[src/rtl/sevenseg_pkg.sv]
// Shared types and constants for the seven-segment scan driver.
// Segment patterns are active-high, bit0=a .. bit6=g.
package sevenseg_pkg;

  localparam int unsigned NUM_DIGITS = 3;
  localparam int unsigned SEG_W      = 7;

  localparam logic [SEG_W-1:0] ZERO_PATTERN = 7'b0111111;
  localparam logic [SEG_W-1:0] SEG_DARK     = 7'h00;

  typedef enum logic [1:0] {
    IDLE  = 2'd0,
    BLANK = 2'd1,
    DRIVE = 2'd2
  } state_t;

  // Digit index: 0=ones, 1=tens, 2=hundreds
  typedef logic [1:0] digit_idx_t;

  // Captured frame: [0]=ones, [1]=tens, [2]=hundreds
  typedef logic [NUM_DIGITS-1:0][SEG_W-1:0] digit_set_t;

endpackage

[src/rtl/sevenseg_slot_timer.sv]
// Slot counter for the scan driver. Counts 0..SLOT_CYCLES-1 and wraps to 0,
// never running past the terminal count.
// Ports:
//   clk, rst_n     clock, async active-low reset
//   clr            synchronous clear to 0 (wins over counting)
//   done_dead_c    high on the last dead-time cycle of a slot (never if DEAD_CYCLES=0)
//   done_slot_c    high on the last cycle of a slot
module sevenseg_slot_timer #(
  parameter int unsigned SLOT_CYCLES = 8000,
  parameter int unsigned DEAD_CYCLES = 200
) (
  input  logic clk,
  input  logic rst_n,
  input  logic clr,
  output logic done_dead_c,
  output logic done_slot_c
);

  localparam int unsigned CNT_W     = (SLOT_CYCLES > 1) ? $clog2(SLOT_CYCLES) : 1;
  localparam int unsigned DEAD_LAST = (DEAD_CYCLES > 0) ? DEAD_CYCLES - 1 : 0;
  localparam bit          HAS_DEAD  = (DEAD_CYCLES > 0);

  logic [CNT_W-1:0] cnt_q, cnt_d;

  assign done_slot_c = (cnt_q == CNT_W'(SLOT_CYCLES - 1));
  assign done_dead_c = HAS_DEAD && (cnt_q == CNT_W'(DEAD_LAST));

  // Next count: clear, wrap at terminal count, else increment
  always_comb begin
    cnt_d = cnt_q;
    if (clr) begin
      cnt_d = '0;
    end else if (done_slot_c) begin
      cnt_d = '0;
    end else begin
      cnt_d = cnt_q + CNT_W'(1);
    end
  end

  always_ff @(posedge clk or negedge rst_n) begin
    if (!rst_n) begin
      cnt_q <= '0;
    end else begin
      cnt_q <= cnt_d;
    end
  end

endmodule

[src/rtl/sevenseg_scan_driver.sv]
// Time-multiplexes three seven-segment digits onto one segment bus and three
// anodes, with dead time between digits. All three digits are snapshotted at
// frame start so a frame never mixes two input values.
// Optional feature: define LEADING_ZERO_BLANK_EN to blank leading zero digits
// (hundreds, then tens); the ones digit is always shown.
// Ports:
//   clk, rst_n            clock, async active-low reset
//   en                    1 = scan, 0 = display dark
//   *_sevenseg            active-high digit patterns, bit0=a .. bit6=g
//   seg_out               shared segment bus, polarity per SEG_ACTIVE_LOW
//   anode_out             [0]=ones [1]=tens [2]=hundreds, polarity per AN_ACTIVE_LOW
//   frame_start           one-cycle pulse when a new snapshot is taken
module sevenseg_scan_driver
  import sevenseg_pkg::*;
#(
  parameter int unsigned SLOT_CYCLES    = 8000,
  parameter int unsigned DEAD_CYCLES    = 200,
  parameter bit          SEG_ACTIVE_LOW = 1'b1,
  parameter bit          AN_ACTIVE_LOW  = 1'b1
) (
  input  logic             clk,
  input  logic             rst_n,
  input  logic             en,
  input  logic [SEG_W-1:0] hundreds_sevenseg,
  input  logic [SEG_W-1:0] tens_sevenseg,
  input  logic [SEG_W-1:0] ones_sevenseg,
  output logic [SEG_W-1:0] seg_out,
  output logic [2:0]       anode_out,
  output logic             frame_start
);

  // With no dead time, each slot starts directly in DRIVE
  localparam state_t           SLOT_ENTRY = (DEAD_CYCLES == 0) ? DRIVE : BLANK;
  localparam logic [SEG_W-1:0] SEG_OFF    = SEG_ACTIVE_LOW ? ~SEG_DARK : SEG_DARK;
  localparam logic [2:0]       AN_OFF     = AN_ACTIVE_LOW ? 3'b111 : 3'b000;

  state_t           state_q, state_d;
  digit_idx_t       idx_q, idx_d;
  digit_set_t       snap_q, snap_d;
  logic             frame_start_q, frame_start_d;
  logic [SEG_W-1:0] seg_q, seg_d;
  logic [2:0]       anode_q, anode_d;
  logic [SEG_W-1:0] seg_lit_c;
  logic [2:0]       an_lit_c;
  logic [2:0]       blank_c;
  logic             take_snap_c;
  logic             timer_clr_c;
  logic             done_dead_c;
  logic             done_slot_c;

  sevenseg_slot_timer #(
    .SLOT_CYCLES (SLOT_CYCLES),
    .DEAD_CYCLES (DEAD_CYCLES)
  ) u_slot_timer (
    .clk         (clk),
    .rst_n       (rst_n),
    .clr         (timer_clr_c),
    .done_dead_c (done_dead_c),
    .done_slot_c (done_slot_c)
  );

  // Next state, digit index and snapshot strobe
  always_comb begin
    state_d     = state_q;
    idx_d       = idx_q;
    take_snap_c = 1'b0;
    case (state_q)
      IDLE: begin
        if (en) begin
          state_d     = SLOT_ENTRY;
          idx_d       = '0;
          take_snap_c = 1'b1;
        end
      end
      BLANK: begin
        if (done_dead_c) begin
          state_d = DRIVE;
        end
      end
      DRIVE: begin
        if (done_slot_c) begin
          state_d = SLOT_ENTRY;
          if (idx_q == digit_idx_t'(2)) begin
            idx_d       = '0;
            take_snap_c = 1'b1;
          end else begin
            idx_d = idx_q + digit_idx_t'(1);
          end
        end
      end
      default: begin
        state_d = IDLE;
        idx_d   = '0;
      end
    endcase
    // Enable drop overrides everything; snapshot is retained
    if (!en) begin
      state_d     = IDLE;
      idx_d       = '0;
      take_snap_c = 1'b0;
    end
    // Counter holds at 0 while idle so each frame starts at slot phase 0
    timer_clr_c   = !en || (state_q == IDLE);
    frame_start_d = take_snap_c;
    snap_d        = take_snap_c ? {hundreds_sevenseg, tens_sevenseg, ones_sevenseg} : snap_q;
  end

`ifdef LEADING_ZERO_BLANK_EN
  logic [2:0] blank_q, blank_d;

  // Leading-zero flags are decided once per frame, at snapshot time
  always_comb begin
    blank_d = blank_q;
    if (take_snap_c) begin
      blank_d[2] = (hundreds_sevenseg == ZERO_PATTERN);
      blank_d[1] = blank_d[2] && (tens_sevenseg == ZERO_PATTERN);
      blank_d[0] = 1'b0;
    end
  end

  always_ff @(posedge clk or negedge rst_n) begin
    if (!rst_n) begin
      blank_q <= '0;
    end else begin
      blank_q <= blank_d;
    end
  end

  assign blank_c = blank_q;
`else
  assign blank_c = '0;
`endif

  // Output data from the current state; polarity applied only here
  always_comb begin
    seg_lit_c = SEG_DARK;
    an_lit_c  = 3'b000;
    if ((state_q == DRIVE) && !blank_c[idx_q]) begin
      seg_lit_c = snap_q[idx_q];
      an_lit_c  = 3'b001 << idx_q;
    end
    seg_d   = SEG_ACTIVE_LOW ? ~seg_lit_c : seg_lit_c;
    anode_d = AN_ACTIVE_LOW ? ~an_lit_c : an_lit_c;
  end

  always_ff @(posedge clk or negedge rst_n) begin
    if (!rst_n) begin
      state_q       <= IDLE;
      idx_q         <= '0;
      snap_q        <= '0;
      frame_start_q <= 1'b0;
      seg_q         <= SEG_OFF;
      anode_q       <= AN_OFF;
    end else begin
      state_q       <= state_d;
      idx_q         <= idx_d;
      snap_q        <= snap_d;
      frame_start_q <= frame_start_d;
      seg_q         <= seg_d;
      anode_q       <= anode_d;
    end
  end

  assign seg_out     = seg_q;
  assign anode_out   = anode_q;
  assign frame_start = frame_start_q;

endmodule

[config.mk]
export PLATFORM = sky130hd
export DESIGN_NAME = sevenseg_scan_driver
export DESIGN_NICKNAME = d
export VERILOG_FILES = /design/src/rtl/sevenseg_pkg.sv /design/src/rtl/sevenseg_slot_timer.sv /design/src/rtl/sevenseg_scan_driver.sv
export SDC_FILE = /design/constraint.sdc
export NUM_CORES = 1
export LEC_CHECK = 0
export ABC_AREA = 1
export CAP_MARGIN = 40
export CELL_PAD_IN_SITES_DETAIL_PLACEMENT = 1
export CELL_PAD_IN_SITES_GLOBAL_PLACEMENT = 1
export CORE_MARGIN = 2
export CORE_UTILIZATION = 42
export DETAILED_ROUTE_END_ITERATION = 6
export GPL_ROUTABILITY_DRIVEN = 0
export MAX_ROUTING_LAYER = met4
export PLACE_DENSITY = 0.84
export SLEW_MARGIN = 20
export SYNTH_ARGS = -nofsm -noshare
export SYNTH_HDL_FRONTEND = slang
export SYNTH_SLANG_ARGS = --single-unit
[constraint.sdc]
create_clock -name clk -period 2.9 [get_ports clk]
set_input_delay 0.58 -clock clk [delete_from_list [all_inputs] [get_ports clk]]
set_output_delay 0.58 -clock clk [all_outputs]
set_load 0.01 [all_outputs]
# Yosys cells after proc, flatten, opt, wreduce, memory -nomap -nowiden
# Cells that the tools add are included.
[word_totals]
ff_bits = 49
mem_bits_ro = 0
memories = 0
output_inout_bits = 11
latchBits = 0
ram_bits = 0
[op_classes]
muxes = 20
div = 0
n_addsub = 2
reduce_logical = 7
magnitude_cmp = 1
bitwise_logic = 2
n_shift = 1
mul = 0
eq_ne = 8
[ops]
columns = ["cell", "count"]
rows = [
  ["$mux 13", 2],
  ["$bmux 7 s2", 1],
  ["$mux 7", 2],
  ["$add 13x1->13 const B", 1],
  ["$eq 13x13->1 const B", 1],
  ["$eq 13x8->1 const B", 1],
  ["$mux 2", 6],
  ["$not 7->7", 1],
  ["$ne 3x3->1 const B", 2],
  ["$pmux 2 s3", 1],
  ["$eq 2x2->1 const B", 2],
  ["$mux 1", 4],
  ["$pmux 2 s2", 1],
  ["$reduce_and 2->1", 2],
  ["$lt 2x3->1 const B", 1],
  ["$mux 3", 1],
  ["$not 3->3", 1],
  ["$shl 1x2->3 const A", 1],
  ["$add 2x1->2 const B", 1],
  ["$bmux 1 s2", 1],
  ["$eq 2x1->1 const B", 1],
  ["$logic_not 1->1", 2],
  ["$logic_not 2->1", 1],
  ["$ne 2x2->1 const B", 1],
  ["other kinds (3)", 3],
]

# Logic depth before layout (Yosys ltp)
[depth]
ltp_word = 6
depth_mapped = 10
ltp_nobuf = 9

# Hierarchy
# A second synthesis with hierarchy kept.
[unflattened]
hier_cells = 257
hier_area_um2 = 2338.5
[modules_own_cells]
columns = ["mod", "instances", "area_each_um2", "cells_per_inst", "seq_area_each_um2"]
rows = [
  ["sevenseg_scan_driver", 1, 1585.3, 172, 913.4],
  ["sevenseg_slot_timer", 1, 753.2, 85, 325.3],
]

# Worst setup path before layout
# No wires, ideal clock.
[synth_timing]
kind = "in2reg"
start = "input port en"
end = "register snap_q[10] (netlist bit)"
setup_time_ps = 66
n_path_buf = 1
slack_ps = 1518
t_arrival_ps = 1316
required_ps = 2834
stages = 5
cell_sequence = "inv_1 > nor2_1 > clkbuf_1 > nand3_1 > nand2_1"
[synth_via]
elab_chain_len = 1
[synth_lines]
columns = ["item", "line", "source"]
rows = [
  ["start: declaration", "sevenseg_scan_driver.sv:23", "input logic en,"],
  ["$mux 1", "sevenseg_scan_driver.sv:97", "if (!en) begin"],
  ["end signal: assignment", "sevenseg_scan_driver.sv:157", "snap_q <= snap_d;"],
  ["end: declaration", "sevenseg_scan_driver.sv:39", "digit_set_t snap_q, snap_d;"],
]
# No other way between the ends.
# A chain may end at the register's enable or synchronous reset.

# Worst setup path in the final report
[layout_timing]
start = "register u_slot_timer.cnt_q[0]"
end = "register snap_q[10] (netlist bit)"
[layout_via]
elab_chain_len = 4
[layout_lines]
columns = ["item", "line", "source"]
rows = [
  ["start: declaration", "sevenseg_slot_timer.sv:23", "logic [CNT_W-1:0] cnt_q, cnt_d;"],
  ["start signal: assignment", "sevenseg_slot_timer.sv:44", "cnt_q <= cnt_d;"],
  ["$eq 13x13->1", "sevenseg_slot_timer.sv:25", "assign done_slot_c = (cnt_q == CNT_W'(SLOT_CYCLES - 1));"],
  ["$mux 1", "sevenseg_scan_driver.sv:81", "if (done_slot_c) begin"],
  ["$pmux 1 s2", "sevenseg_scan_driver.sv:67", "case (state_q)"],
  ["$mux 1", "sevenseg_scan_driver.sv:97", ""],
]
# No other way between the ends.

==> flow_summary.toml <==
[setup_path]
cp.arrival_ns = 2.33
criticalPathCategory = "reg -> reg"
cp-end-kind = "register"
worstPathRequired_ns = 3.11
start_kind = "register"
r2r-start = "u_slot_timer.cnt_q[0]"
critical_path.slowest_cell = "dfrtp_1"
worstSetupStartpoint = "u_slot_timer.cnt_q[0]"
critPathMaxFanout = 22
crit_family = "simple AND/OR/NAND/NOR gates"
critical_path.max_stage_delay_ns = 0.38
crit_chain = "ha_1 > nand3_1 > nor2_1 > nand3_1 > nand2_2 > nand2_2 > nand2_1 > nand2_1"
cp_num_buf_inv = 0

[sta]
slew_headroom_pct = 55.6
finalMaxSlewViolations = 0
fin_worst_skew_ns = 0.00610
final-hold-violation-count = 0
finalSetupTns_ns = 0
fin_ws_ns = 0.772
tightest_slew_ns = 0.659
hold_ws_ns = 0.211
max_freq_mhz = 470
layout_min_cycle_time_ns = 2.13
finalSetupViolCount = 0
rsz0062_at_grt = "false"
fin_crit_sh_pct = 73.4

[cts]
postCtsSetupRepairBufs = 0
ctsHoldBuffers = 0
htree_levels = 2
clock_sinks = 49
clk_pin_slew_ns = 0.09
post_cts_resize_count = 0
clk_path_buf_depth = 2
root_buffer = "clkbuf_8"
cts_tree = "built"
cts_made_buffers = 5
clk-insertion-delay-late_ns = 0.31

[synth]
avgSynthCellArea_um2 = 8.00
synth_ff_type = "dfrtp_1"
postSynthCellCount = 280
yosysTopAreaCell = "dfrtp_1"
synth_edf_count = 0
synth.ff_latch_count = 49
synth_area_um2 = 2240
synth.most_common_cell = "nand2_1"
syn_nets = 305
yosysWarnings = 0
ys_seq_area_share_pct = 55.3
ys_async_sr_fraction_pct = 100
ys_top_cells_by_count = "nand2_1 (99), dfrtp_1 (39), nand3_1 (36)"
yosysUniqueCellTypes = 23
synth_area_leaders = "dfrtp_1 (44%), nand2_1 (17%), dfstp_2 (12%)"
synth_top_area_share_pct = 43.6

[routing]
vias = 1925
routedWlPerCell_um = 13.9
via_per_inst = 4.96
ant_nets = 0
firstDrtPassIters = 4
drt_iter0_drc = 71
drc_errors = 0
routed_wirelength_um = 5410

[global_route]
grt_max_degree = 30
grt_pass1_wl_um = 9470
globalRoute.totalOverflow = 0
antenna_found_initial = 0
grt_pass1_vias = 2021
grt.total_usage_pct = 20.9

[hold_path]
worstHoldPathType = "in -> async"

[floorplanning]
core_area_um2 = 5140
initial_utilization_pct = 43.6
io_pins = 35
die_area_um2 = 5940
die_y_um = 77.0
rows = 26
die_w_um = 77.0

[power]
p_leak_uw = 0.00129
irDropWorstVdd_uv = 241
powerDensity_nw_per_um2 = 525

[flow_run]
drv_cap = 0

[finish]
stdcell_area_um2 = 2720
multi_input_area_um2 = 843
drive_gt1_share_pct = 8.49
regArea_um2 = 1240
n_antenna_cell = 0
area_growth_pct = 21.2
fin_nets = 342
nFillCells = 679

[placement]
preCtsSetupSlack_ns = 0.673
portBuffers = 34
place_area_um2 = 2630
post-dp-hpwl_um = 3950

[outcome]
status = "complete, no violations"
## placed cells by master, fill, tap and decap left out, drive strengths merged
master and count:
o21ai 5, clkbuf 7, nand3b 1, nand2 103
nor3b 1, buf 3, dfstp 10, clkinvlp 1
nor3 6, ha 1, xor2 1, dfrtp 39
a21oi 4, a221oi 1, nand3 36, clkdlybuf4s50 33
nor2 35, inv 30, nand4 1
## layout make-up
| class | count | share of cell area [%] |
|---|---|---|
| timing repair buffer | 36 | 12.9 |
| clock buffer | 7 | 2.81 |
| clock inverter | 1 | 0.276 |
| inverter | 30 | 4.15 |
| tap | 70 | 3.22 |
| multi-input combinational | 195 | 31.0 |
| sequential | 49 | 45.6 |
## logic make-up after synthesis
group	Yosys count	share of synthesized area (%)
adders and majority gates	1	0.558
DFF	49	55.3
buffers and inverters	36	7.09
and+or+nand+nor	183	34.1
AOI/OAI and AO/OA	10	2.57
xor gates and xnor gates	1	0.391
## stage by stage
stage / util [%] / std cells / total power [uW]
2_1_floorplan: - / 280 / 948
3_3_place_gp: 51.2 / 380 / 1020
3_5_place_dp: 51.2 / 380 / 1030
4_1_cts: 52.8 / 388 / 1440
5_1_grt: 52.8 / 388 / 1510
6_report: 52.8 / 388 / 1430
## state kept, by name, indices dropped and copies added, names as in the netlist
signal              flops
frame_start             1
anode_out               3
snap_q                 21
state_q                 2
u_slot_timer.cnt_q     13
seg_out                 7
idx_q                   2
## where the power goes
part	switching, uW	internal (uW)
Clock	235	171
Sequential	46.7	764
Combinational	121	89.2
## per-layer routing
layer / share of wire [%] / vias to the layer above / global-route usage (%) / wire length, um
met4: 1.3 / 0 / 6.61 / 71
met1: 48 / 944 / 26.8 / 2580
met2: 49 / 29 / 33.6 / 2630
met3: 2.5 / 8 / 4.24 / 136
met5: 0 / - / - / 0
li1: - / 944 / - / -
## path summary, 6_finish.rpt
kind	cells after the start	slack (ns)	endpoint
setup / recovery	8	0.77	snap_q[10]
hold / removal	1	0.21	idx_q[0]
setup reg to reg	8	0.77	snap_q[10]
hold reg to reg	1	0.44	seg_out[0]
max in group asynchronous	2	1.90	seg_out[2]
min in group clk	1	0.44	seg_out[0]
Note: power is estimated with default switching activity, not from simulation.
==> patch 1: new RTL, config.mk and constraints unchanged <==
Build with the macro `LEADING_ZERO_BLANK_EN` defined.
--- a/src/rtl/sevenseg_scan_driver.sv
+++ b/src/rtl/sevenseg_scan_driver.sv
@@ -10,6 +10,8 @@
 //   seg_out               shared segment bus, polarity per SEG_ACTIVE_LOW
 //   anode_out             [0]=ones [1]=tens [2]=hundreds, polarity per AN_ACTIVE_LOW
 //   frame_start           one-cycle pulse when a new snapshot is taken
+`define LEADING_ZERO_BLANK_EN
+
 module sevenseg_scan_driver
   import sevenseg_pkg::*;
 #(
Check against the original RTL: same outputs for any inputs over 10 cycles, from zero or initial values and one cycle with rst_n low; that may be too few to reach the edited logic, so the function may still have changed.
==> patch 1 against the original RTL <==
- design area grew 6.8%
- worst setup slack improved by 0.18 ns
- routed wire length is 14% higher
- global-route usage grew 1.2 points
- core utilization decreased by 0.48 points
- non-clock buffer count rose by 1
- count of clock-buffer cells in the layout is 1 lower
- fmax rose by 9.3%
- combinational power decreased by 3%
- sequential cell count up 2
- synthesized area grew 8.5%
- total power up 0.13%
- sequential power grew 1%
==> patch 1: results (changes against the original RTL) <==
| Metric | Value |
|---|---|
| Status | `finished clean` |
| DR iter-0 viols | `125 (+76%)` |
| Max Buffers Root-to-Sink | `2 (unchanged)` |
| Cts bufs inserted | `5 (unchanged)` |
| Worst rel slew slack | `68.2% (+13 points)` |
| CTS root buf | `clkbuf_8` |
| First-pass GRT wire length | `10400 um (+10%)` |
| CP Max Fanout | `1 (-95%)` |
| DP HPWL | `4560 um (+15%)` |
| Main area contributors after synthesis | `dfrtp_1, nand2_1, dfstp_2` |
| Ys async rst share | `100% (unchanged)` |
| Layout filler cell count | `680 (+0.15%)` |
| Sequential-to-total area share from yosys stat | `53.0% (-2.3 points)` |
| Most flop-heavy register | `snap_q` |
| Most frequent cell after synthesis | `nand2_1` |
| Worst Skew | `0.0121 ns (+0.00602 ns)` |
| YS warnings | `0 (unchanged)` |
| Post-cts gate resize count | `0 (unchanged)` |
| Worst-path clk slew | `approximately 0.10 ns` |
| Drt pass-1 iters | `4 (unchanged)` |
| Total track usage | `22.1% (+1.2 points)` |
| Worst r2r src | `u_slot_timer.cnt_q[0]` |
| VDD IR max | `223 uV (-7.5%)` |
| Vias in the first global route | `2117 (+4.8%)` |
| Worst r2r path cells | `8 (unchanged)` |
| Slowest stage delay, CP | `0.54 ns (+0.16 ns)` |
| Ant. Diodes | `0 (unchanged)` |
| Initial antenna violation count | `0 (unchanged)` |
| Leakage | `1.39 nW (+7.0%)` |
| Unique masters post-synth | `30 (+30%)` |
| CP arrival | `1.37 ns (-0.96 ns)` |
| Largest net degree at the start of global routing | `26 (-13%)` |
| Tightest Hold Check Type | `input pin to async pin` |
| Largest register FFs | `21 (unchanged)` |
| Skew-Pair Late Insertion Delay | `0.30 ns` |
| Crit-path slowest cell | `dfstp_2` |
| PortBufs | `34 (unchanged)` |
| Net count after synthesis | `317 (+3.9%)` |
| Share of cells above drive strength 1 | `9.73% (+1.2 points)` |
| Most instantiated cells after synthesis | `nand2_1, dfrtp_1, inv_1, nand3_1, nor2_1` |
| Via/cell ratio | `5.13 (+3.4%)` |
| Critical path's top delay family | `flip-flops` |
| H-tree depth | `2 (unchanged)` |
| Post-CTS setup buffers | `0 (unchanged)` |
| FF-to-FF setup slack | `1.11 ns (+0.34 ns)` |
| Nets@finish | `353 (+3.2%)` |
| Wire per inst | `15.4 um (+10%)` |
| Reg-to-Reg End | `snap_q[16]` |
| Top FF cell, synth | `dfrtp_1` |
-- patch 1: cell types whose count changed in the layout (fill, tap and decap cells not counted), moves of 3 or more --
cell | before | now
a22o_1 | 0 | 7
o21ai_0 | 4 | 12
inv_1 | 29 | 34
nand2_1 | 99 | 82
nand3_1 | 36 | 33
-- patch 1: metrics by stage --
step                worst slack (ns)  std cells  area (um^2)  power (mW)  hold slack [ns]
global placement                1.00        393         2820        1.02            0.448
finish                         0.952        401         2900        1.43            0.223
detailed placement             0.930        393         2820        1.04            0.459
CTS                            0.942        401         2900        1.45            0.225
global route                   0.868        401         2900        1.51            0.234
floorplan                       1.45        292         2430       0.949            0.284
-- patch 1: worst max-delay path by stage --
stage / from / to / slack [ns]
after detailed placement: en / idx_q[0] / 0.93
after global routing: u_slot_timer.cnt_q[0] / blank_c[2] / 0.87
after floorplan: en / idx_q[0] / 1.45
after global placement: en / idx_q[0] / 1.00
final: seg_out[0] / seg_out[0] / 0.95
after CTS: seg_out[0] / seg_out[0] / 0.94
-- patch 1: cells by family after synthesis --
logic type,synth area share (%)
fa+ha+maj,0.514
xor+xnor,0.360
flops,53.0
compound gates,7.46
buf+inv,8.23
simple gates,30.5
-- patch 1: where the power goes --
group          internal, mW  total [mW]  switching, mW
Sequential            0.777       0.820         0.0438
Clock                 0.171       0.404          0.233
Combinational        0.0828       0.204          0.121
-- patch 1: area by class of cell --
cell class	count	area, um^2	area share, %
timing repair buffer	37	358	12.3
clock buffer	6	72.6	2.50
multi-input combinational	197	943	32.5
tap	72	90.1	3.10
sequential	51	1290	44.4
clock inverter	2	13.8	0.474
inverter	36	135	4.66
-- patch 1: metal layers --
metal	routed length (um)	track usage (%)
met1	2850	29.6
met2	2980	35.1
met3	249	3.48
met4	90	6.61
met5	0	-
==> patch 2: new RTL, same flow settings <==
Made on the original files. Remove the register `seg_q`: a continuous assignment takes its place, so the output `seg_out` follows one clock earlier.
--- a/src/rtl/sevenseg_scan_driver.sv
+++ b/src/rtl/sevenseg_scan_driver.sv
@@ -149,17 +149,17 @@
       idx_q         <= '0;
       snap_q        <= '0;
       frame_start_q <= 1'b0;
-      seg_q         <= SEG_OFF;
       anode_q       <= AN_OFF;
     end else begin
       state_q       <= state_d;
       idx_q         <= idx_d;
       snap_q        <= snap_d;
       frame_start_q <= frame_start_d;
-      seg_q         <= seg_d;
       anode_q       <= anode_d;
     end
   end
+
+  assign seg_q = seg_d;
 
   assign seg_out     = seg_q;
   assign anode_out   = anode_q;
Check against the original RTL: same outputs for any inputs over 10 cycles, from zero or initial values and one cycle with rst_n low; that may be too few to reach the edited logic, so the function may still have changed.
==> patch 2 against the original RTL <==
- fmax fell by 17%
- design area fell by 6.3%
- synthesized cell count fell by 5.4%
- sequential power fell by 12%
- total power fell by 6.4%
- sequential cell count fell by 7
- routed wire length fell by 5.1%
- worst setup slack got worse by 0.44 ns
- first-iteration DRC count rose by 4.2%
- core utilization rose by 1.0 points
- synthesized area fell by 8.7%
- critical path type is now flop to output port
==> patch 2: results (changes against the original RTL) <==
| Metric | Value |
|---|---|
| Status | `finished clean` |
| YS warnings | `0 (unchanged)` |
| PortBufs | `34 (unchanged)` |
| CP Max Fanout | `8 (-64%)` |
| Cts bufs inserted | `5 (unchanged)` |
| Routed WL | `5130 um (-5.1%)` |
| Drt pass-1 iters | `4 (unchanged)` |
| Net count after synthesis | `290 (-4.9%)` |
| DR iter-0 viols | `74 (+4.2%)` |
| Post-CTS setup buffers | `0 (unchanged)` |
| Post-cts gate resize count | `0 (unchanged)` |
| Max Buffers Root-to-Sink | `2 (unchanged)` |
| DP Cell Count | `363 (-4.5%)` |
| Most flop-heavy register | `snap_q` |
| Non-filler cells in the finished layout | `371 (-4.4%)` |
| Largest register FFs | `21 (unchanged)` |
| CTS root buf | `clkbuf_8` |
| Most instantiated cells after synthesis | `nand2_1, dfrtp_1, nand3_1, inv_1, nor2_1` |
| Largest net degree at the start of global routing | `29 (-3.3%)` |
| Ant. Diodes | `0 (unchanged)` |
| Critical path launch point | `state_q[1]` |
| Initial antenna violation count | `0 (unchanged)` |
| Vias in the first global route | `1875 (-7.2%)` |
| Tightest Hold Check Type | `input pin to async pin` |
| Total track usage | `21.8% (+0.89 points)` |
| Pre-CTS setup slack | `0.670 ns (-0.00277 ns)` |
| Worst r2r src | `u_slot_timer.cnt_q[0]` |
| CP arrival | `1.99 ns (-0.34 ns)` |
| Main area contributors after synthesis | `dfrtp_1, nand2_1, nand3_1` |
| Nets@finish | `328 (-4.1%)` |
| Via total after detailed routing | `1834 (-4.7%)` |
| Skew-Pair Late Insertion Delay | `0.30 ns` |
| Share of cells above drive strength 1 | `6.91% (-1.6 points)` |
| Worst slew pin tran | `0.467 ns (-0.192 ns)` |
| DP HPWL | `3910 um (-1.0%)` |
| Ys async rst share | `100% (unchanged)` |
| Worst-path clk slew | `around 0.08 ns` |
| Count of mapped cells out of synthesis | `265 (-5.4%)` |
| Unique masters post-synth | `22 (-4.3%)` |
| Sequential-to-total area share from yosys stat | `51.5% (-3.7 points)` |
| H-tree depth | `2 (unchanged)` |
| Sw power | `0.383 mW (-4.8%)` |
| Leakage | `1.21 nW (-6.5%)` |
| Placed instance area | `2450 um^2 (-6.9%)` |
| Top FF cell, synth | `dfrtp_1` |
| VDD IR max | `393 uV (+63%)` |
| First-pass GRT wire length | `8670 um (-8.4%)` |
| Layout filler cell count | `599 (-12%)` |
| Worst Skew | `0.00466 ns (-0.00144 ns)` |
-- patch 2: changes by cell type after synthesis, sizes merged, moves of 2 or more --
cell   before  now
nor2       35   26
nand2     103   98
nand4       1    3
dfstp      10    3
nand3      36   39
o21ai       5    3
-- patch 2: logic make-up (layout without fill, tap and decap cells) --
kind of cell / after synthesis / in the layout / share of synthesized area [%]
AOI/OAI and AO/OA: 9 / 9 / 2.38
xor gates and xnor gates: 2 / 2 / 0.856
adders and majority gates: 1 / 1 / 0.611
buffers and inverters: 36 / 75 / 8.01
DFF: 42 / 42 / 51.5
and+or+nand+nor: 175 / 175 / 36.6
-- patch 2: path summary, 6_finish.rpt --
path                       depth (start not counted)  slack [ns]                    end
hold / removal                                     1        0.19            frame_start
hold reg to reg                                    1        0.47  u_slot_timer.cnt_q[0]
setup reg to reg                                   8        0.91             snap_q[16]
min in group clk                                   1        0.47  u_slot_timer.cnt_q[0]
max in group asynchronous                          2        2.16           anode_out[0]
setup / recovery                                   6        0.33             seg_out[0]
-- patch 2: layout make-up --
type                            count  area (um^2)  area share (%)
Sequential cell                    42         1050            41.4
Multi-Input combinational cell    187          828            32.5
Timing Repair Buffer               37          370            14.6
Inverter                           30          113            4.42
Tap cell                           67         83.8            3.29
Clock buffer                        6         82.6            3.24
Clock inverter                      2         12.5           0.492
-- patch 2: power groups by stage --
| stage | clock network (mW) | logic [mW] | registers (mW) |
|---|---|---|---|
| finish | 0.402 | 0.217 | 0.716 |
| global route | 0.433 | 0.252 | 0.727 |
| CTS | 0.407 | 0.222 | 0.717 |
| detailed placement | 0 | 0.221 | 0.728 |
| global placement | 0 | 0.205 | 0.727 |
| floorplan | 0 | 0.139 | 0.711 |
-- patch 2: worst max-delay path: stages (launching register included) --
cell and delay [ns]:
dfrtp_1 0.43, nand2_2 0.13, inv_1 0.14, nand2_1 0.11, nor2_1 0.06, a221oi_1 0.23
clkdlybuf4s50_1 0.59
-- patch 2: routing by layer --
layer | part of all wire (%) | track usage, % | up-vias
li1 | - | - | 910
met1 | 47 | 27.9 | 878
met2 | 48 | 34.3 | 37
met3 | 3.2 | 4.25 | 9
met4 | 2.0 | 7.88 | 0
met5 | 0 | - | -
-- patch 2: metrics by stage --
step	utilization [%]	hold WS, ns
6_report	53.9	0.188
2_1_floorplan	-	0.284
3_5_place_dp	51.9	0.461
3_3_place_gp	51.4	0.456
5_1_grt	53.9	0.203
4_1_cts	53.9	0.197
